### config.mk
export PLATFORM = sky130hd
export DESIGN_NAME = sa_autosa_sdp_core_pack_var_flat
export DESIGN_NICKNAME = d
export VERILOG_FILES = /design/src/rtl/sa_autosa_sdp_core_pack_var_if.sv /design/src/rtl/sa_autosa_sdp_core_pack_var.sv /design/src/flat_wrapper.sv
export SDC_FILE = /design/constraint.sdc
export NUM_CORES = 1
export LEC_CHECK = 0
export ABC_AREA = 1
export CORE_MARGIN = 3
export CORE_UTILIZATION = 40
export DETAILED_ROUTE_END_ITERATION = 8
export SLEW_MARGIN = 20
export SYNTH_ARGS = -nofsm -noshare
export SYNTH_HDL_FRONTEND = slang
export SYNTH_SLANG_ARGS = --single-unit
### constraint.sdc
create_clock -name autosa_core_clk -period 38.8 [get_ports autosa_core_clk]
set_input_delay 7.76 -clock autosa_core_clk [delete_from_list [all_inputs] [get_ports autosa_core_clk]]
set_output_delay 7.76 -clock autosa_core_clk [all_outputs]
set_load 0.02 [all_outputs]
### src/rtl/sa_autosa_sdp_core_pack_var_if.sv
// Handshake bundle for the word-to-segment packer: a wide word stream in, a narrow segment stream out.
// The slave modport is the packer's view; the master modport is the view of whatever drives it.
interface sa_autosa_sdp_core_pack_var_if #(
   parameter int IW = 512,
   parameter int OW = 128
);
   logic          inp_pvld;
   logic          inp_prdy;
   logic [IW-1:0] inp_data;
   logic [4:0]    inp_nseg;
   logic          out_pvld;
   logic          out_prdy;
   logic [OW-1:0] out_data;
   logic          out_last;

   modport master (
      output inp_pvld, inp_data, inp_nseg, out_prdy,
      input  inp_prdy, out_pvld, out_data, out_last
   );

   modport slave (
      input  inp_pvld, inp_data, inp_nseg, out_prdy,
      output inp_prdy, out_pvld, out_data, out_last
   );
endinterface

### src/rtl/sa_autosa_sdp_core_pack_var.sv
// Serialises IW-bit words into nseg OW-bit segments, with a CUR/NXT skid pair so inp_prdy is purely registered.
// Define SA_AUTOSA_SDP_PACK_OUT_REG_EN to add a flopped output stage (2-cycle latency, same throughput).
module sa_autosa_sdp_core_pack_var #(
   parameter int IW    = 512,
   parameter int OW    = 128,
   parameter int RATIO = IW / OW
) (
   input logic                         autosa_core_clk,
   input logic                         autosa_core_rstn,
   sa_autosa_sdp_core_pack_var_if.slave bus
);
   localparam logic [4:0] RATIO_N = 5'(RATIO);

   logic          cur_valid;
   logic          nxt_valid;
   logic [IW-1:0] cur_data;
   logic [IW-1:0] nxt_data;
   logic [4:0]    cur_nseg;
   logic [4:0]    nxt_nseg;
   logic [3:0]    seg_cnt;

   logic [4:0]    in_nseg;
   logic [OW-1:0] core_data;
   logic [OW-1:0] segs [RATIO];
   logic          accept;
   logic          core_rdy;
   logic          core_last;
   logic          xfer;
   logic          last_xfer;
   logic          load_cur_in;
   logic          load_cur_nxt;
   logic          load_nxt;

   // Out-of-range segment counts fall back to a full word.
   always_comb begin
      in_nseg = bus.inp_nseg;
      if (bus.inp_nseg == 5'd0 || bus.inp_nseg > RATIO_N)
         in_nseg = RATIO_N;
   end

   assign bus.inp_prdy = !nxt_valid;
   assign accept       = bus.inp_pvld && !nxt_valid;
   assign core_last    = ({1'b0, seg_cnt} == (cur_nseg - 5'd1));
   assign xfer         = cur_valid && core_rdy;
   assign last_xfer    = xfer && core_last;

   // accept already implies NXT is empty, so a fresh word only lands in CUR when CUR frees up.
   assign load_cur_nxt = last_xfer && nxt_valid;
   assign load_cur_in  = accept && (!cur_valid || last_xfer);
   assign load_nxt     = accept && cur_valid && !last_xfer;

   always_ff @(posedge autosa_core_clk or negedge autosa_core_rstn) begin
      if (!autosa_core_rstn) begin
         cur_valid <= 1'b0;
         nxt_valid <= 1'b0;
         seg_cnt   <= 4'd0;
      end else begin
         if (load_cur_nxt || load_cur_in)
            cur_valid <= 1'b1;
         else if (last_xfer)
            cur_valid <= 1'b0;

         if (load_nxt)
            nxt_valid <= 1'b1;
         else if (load_cur_nxt)
            nxt_valid <= 1'b0;

         if (last_xfer)
            seg_cnt <= 4'd0;
         else if (xfer)
            seg_cnt <= seg_cnt + 4'd1;
      end
   end

   always_ff @(posedge autosa_core_clk) begin
      if (load_cur_nxt) begin
         cur_data <= nxt_data;
         cur_nseg <= nxt_nseg;
      end else if (load_cur_in) begin
         cur_data <= bus.inp_data;
         cur_nseg <= in_nseg;
      end
      if (load_nxt) begin
         nxt_data <= bus.inp_data;
         nxt_nseg <= in_nseg;
      end
   end

   genvar gi;
   generate
      for (gi = 0; gi < RATIO; gi++) begin : g_seg
         assign segs[gi] = cur_data[gi*OW +: OW];
      end
   endgenerate

   always_comb begin
      core_data = '0;
      for (int i = 0; i < RATIO; i++)
         if (seg_cnt == 4'(i))
            core_data = segs[i];
   end

`ifdef SA_AUTOSA_SDP_PACK_OUT_REG_EN
   logic          oreg_vld;
   logic          oreg_last;
   logic [OW-1:0] oreg_data;

   assign core_rdy = !oreg_vld || bus.out_prdy;

   // Data is cleared alongside valid so an idle output reads as zero straight from the flops.
   always_ff @(posedge autosa_core_clk or negedge autosa_core_rstn) begin
      if (!autosa_core_rstn) begin
         oreg_vld  <= 1'b0;
         oreg_last <= 1'b0;
         oreg_data <= '0;
      end else if (core_rdy) begin
         oreg_vld  <= cur_valid;
         oreg_last <= cur_valid && core_last;
         oreg_data <= cur_valid ? core_data : '0;
      end
   end

   assign bus.out_pvld = oreg_vld;
   assign bus.out_last = oreg_last;
   assign bus.out_data = oreg_data;
`else
   assign core_rdy     = bus.out_prdy;
   assign bus.out_pvld = cur_valid;
   assign bus.out_last = cur_valid && core_last;
   assign bus.out_data = cur_valid ? core_data : '0;
`endif
endmodule

### src/flat_wrapper.sv
// flat-port wrapper written by rule: the top's interface ports become plain ports
module sa_autosa_sdp_core_pack_var_flat 
#(
   parameter int IW    = 512,
   parameter int OW    = 128,
   parameter int RATIO = IW / OW
)
  (autosa_core_clk, autosa_core_rstn, bus_inp_pvld, bus_inp_data, bus_inp_nseg, bus_out_prdy, bus_inp_prdy, bus_out_pvld, bus_out_data, bus_out_last);
  sa_autosa_sdp_core_pack_var_if #(.IW(IW), .OW(OW)) bus_i ();
  input logic autosa_core_clk;
  input logic autosa_core_rstn;
  input wire logic [$bits(bus_i.inp_pvld)-1:0] bus_inp_pvld;
  input wire logic [$bits(bus_i.inp_data)-1:0] bus_inp_data;
  input wire logic [$bits(bus_i.inp_nseg)-1:0] bus_inp_nseg;
  input wire logic [$bits(bus_i.out_prdy)-1:0] bus_out_prdy;
  output wire logic [$bits(bus_i.inp_prdy)-1:0] bus_inp_prdy;
  output wire logic [$bits(bus_i.out_pvld)-1:0] bus_out_pvld;
  output wire logic [$bits(bus_i.out_data)-1:0] bus_out_data;
  output wire logic [$bits(bus_i.out_last)-1:0] bus_out_last;
  assign bus_i.inp_pvld = bus_inp_pvld;
  assign bus_i.inp_data = bus_inp_data;
  assign bus_i.inp_nseg = bus_inp_nseg;
  assign bus_i.out_prdy = bus_out_prdy;
  assign bus_inp_prdy = bus_i.inp_prdy;
  assign bus_out_pvld = bus_i.out_pvld;
  assign bus_out_data = bus_i.out_data;
  assign bus_out_last = bus_i.out_last;
  sa_autosa_sdp_core_pack_var #(.IW(IW), .OW(OW), .RATIO(RATIO)) u_core (.autosa_core_clk(autosa_core_clk), .autosa_core_rstn(autosa_core_rstn), .bus(bus_i));
endmodule
==> key figures <==
Status
  • Status: completed

Placed design
  • Placed instance area: 0.0506 mm²
  • Setup WS pre-CTS: 26.10 ns
  • GP Congestion: 0.790
  • Hpwl dp: 76.2 mm
  • PortBufs: 651

Final layout
  • Filler Cell Count: 9417
  • Syn-to-layout area delta: 25.7%
  • Ratio of cells with drive above 1 in the final layout: 7.10%
  • Fin util: 51.1%
  • Final Cell Area: 0.0542 mm²
  • Most common cell after layout, fill and taps aside: nand2_1
  • Nets: 4907
  • Most frequent cells in the layout: nand2_1 (1699), edfxtp_1 (1034), clkdlybuf4s50_1 (651), nand3_1 (510), a21oi_1 (128)

CTS
  • CTS Hold Bufs: 0
  • Clock Path Buffers: 3
  • Inserted Clock Buffers: 112
  • Clk Latency, worst-skew pair: 0.68 ns
  • CTS tree: yes
  • Post-CTS Setup Bufs: 0
  • CTS root buf: clkbuf_16
  • CTS sink count: 1040
  • Post-cts sizing count: 0
  • Worst-path clk slew: 0.06 ns
  • H-Tree Depth: 3

Timing
  • Max_slew headroom: 26.9%
  • Final Cycle Share: 34.2%
  • TNS Setup: 0 ns
  • Final hold vios: 0
  • Final Skew: 0.0271 ns
  • Final Worst Setup Slack: 25.52 ns
  • Final setup viols: 0
  • Crit path time final: 13.28 ns
  • RSZ-0062 raised after global routing: false
  • Fmax: 75.3 MHz
  • Slew @ Worst Pin: 1.10 ns
  • Slew Viols, Final: 0
  • Hold Worst Slack: 0.504 ns

Setup path
  • Crit-path max FO: 66
  • R2R Path Start: u_core.bus.out_pvld$_DFFE_PN0P_
  • Worst Reg-to-Reg Cells: 12
  • FF-to-FF setup slack: 33.27 ns
  • Crit path DAT: 5.52 ns
  • Crit path kind: reg2out
  • FF-to-FF End: u_core.cur_data[166]$_DFFE_PP_
  • CP required: 31.04 ns
  • Worst Setup Start Kind: flip-flop
  • Setup crit end kind: output pin

Pwr
  • Power per Cell Area: 60.7 mW/mm²
  • Static leakage: 20.0 nW
  • Worst VDD drop: 0.0389 mV

Drt
  • DR iter-0 viols: 2488
  • Detailed Route WL: 124 mm
  • Post-detailed-route count of antenna-violating nets: 0
  • Wire per inst: 20.9 µm
  • First-pass DRT Iterations: 7
  • Routed via count: 29.3k
  • Vias per std cell: 4.97
  • DRC violations left: 0

Die
  • Die area: 0.112 mm²
  • IO Pins: 652
  • Core area: 0.106 mm²
  • Die H: 334 µm
  • Die Wd: 334 µm
  • Starting density of the core: 40.6%
  • Site row count: 119

Logic synthesis
  • Post-Synthesis Cells: 3813
  • Mapped Avg Cell Area: 11.3 µm²
  • Yosys warns: 0
  • Post-synth EDFFs: 1034
  • Yosys reg bits: 1040
  • Post-Syn Area: 0.0431 mm²
  • Post-synth cell types: 26
  • Top_reg_cell synth: edfxtp_1
  • Async set-reset flop share out of synthesis: 0.577%
  • Sequential area share after synthesis: 72.4%

Global routing
  • All-layer global routing usage: 21.5%
  • Grt ovf: 0
  • Largest net degree at the start of global routing: 192
  • First-pass GRT wire length: 181 mm
  • Number of global-route vias before repair: 28.3k
  • Initial antenna violation count: 57

Hold path
  • Hold endpoint: u_core.cur_data[47]$_DFFE_PP_
  • Hold Crit Depth: 2
  • Min-Delay Path Class: reg2reg
  • Worst hold start: u_core.nxt_data[47]$_DFFE_PP_

Run
  • Max Cap Violations: 0
[cell usage after synthesis, types with 4 or more instances]
cell      number  share of area, %
a21oi_1      128               1.5
buf_1         16              0.14
buf_2         30              0.35
buf_4         31              0.54
buf_6         12              0.31
clkbuf_1     147               1.3
dfrtp_1        6              0.35
edfxtp_1    1034                72
ha_1           5              0.15
inv_1         21              0.18
inv_2          4             0.035
nand2_1     1702                15
nand3_1      510               5.9
nor2_1        12              0.10
o21ai_0       24              0.28
or2_2        116               1.7
[per-layer routing]
metal  global-route usage [%]  wire length, µm  up-vias  part of all wire (%)
met5                        0              188        -                  0.15
met4                     6.72             2760       28                   2.2
met3                     6.10             9700      189                   7.9
met2                     34.2            58700      900                    48
met1                     28.5            52200    13915                    42
li1                         -                -    14268                     -
[flip-flops by register name, summed over array words and instances (netlist names)]
| signal | flops |
|---|---|
| u_core.bus.out_pvld | 1 |
| u_core.nxt_data | 512 |
| u_core.seg_cnt | 4 |
| u_core.cur_nseg | 5 |
| u_core.nxt_valid | 1 |
| u_core.cur_data | 512 |
| u_core.nxt_nseg | 5 |
[worst max-delay path by stage]
stage	from	endpoint	slack [ns]	cells past startpoint
2_1_floorplan	bus_out_prdy	u_core.cur_data[0]$_DFFE_PP_	18.32	4
3_3_place_gp	bus_out_prdy	u_core.cur_data[431]$_DFFE_PP_	26.20	8
3_5_place_dp	bus_out_prdy	u_core.cur_data[431]$_DFFE_PP_	26.10	8
4_1_cts	u_core.seg_cnt[2]$_DFFE_PN0P_	bus_out_data[58]	25.36	8
5_1_grt	u_core.seg_cnt[2]$_DFFE_PN0P_	bus_out_data[63]	25.13	8
6_report	u_core.seg_cnt[2]$_DFFE_PN0P_	bus_out_data[63]	25.52	8
[layout make-up]
class | instances | area, µm² | share of cell area, %
antenna | 43 | 108 | 0.199
clock buffer | 145 | 2970 | 5.48
clock inverter | 55 | 507 | 0.936
inverter | 25 | 114 | 0.210
multi-input combinational | 2511 | 10700 | 19.7
sequential | 1040 | 31200 | 57.6
tap | 1391 | 1740 | 3.21
timing repair buffer | 691 | 6850 | 12.6
[stage by stage]
step,std cells,total power [mW]
5_1_grt,5873,3.43
3_5_place_dp,5658,2.29
4_1_cts,5858,3.33
3_3_place_gp,5657,2.28
6_report,5901,3.29
2_1_floorplan,3814,1.98
[kinds of logic (layout without fill, tap and decap cells)]
| logic type | count (synthesis) | after routing | synth area share, % |
|---|---|---|---|
| compound gates | 152 | 152 | 1.77 |
| xor+xnor | 1 | 1 | 0.0203 |
| flops | 1040 | 1040 | 72.4 |
| other cells | 1 | 45 | 0.00871 |
| simple gates | 2351 | 2351 | 22.7 |
| buf+inv | 263 | 916 | 2.91 |
| fa+ha+maj | 5 | 5 | 0.145 |
[worst max-delay path, cell delays in order, from the launching register on]
cell,delay (ns)
dfrtp_1,0.47
nor2_4,0.51
buf_4,0.82
nand2_4,0.48
inv_4,0.70
buf_4,0.65
nand2_1,0.13
a21oi_1,0.22
clkdlybuf4s50_1,0.64
[power by group]
group          internal (mW)  switching [mW]  leakage, nW  total, mW
registers               1.41          0.0340         9.44       1.44
clock network          0.595           0.433         1.68       1.03
logic                  0.271           0.542         8.90      0.814
total                   2.28            1.01         20.0       3.29
(Power assumes the default switching activity.)
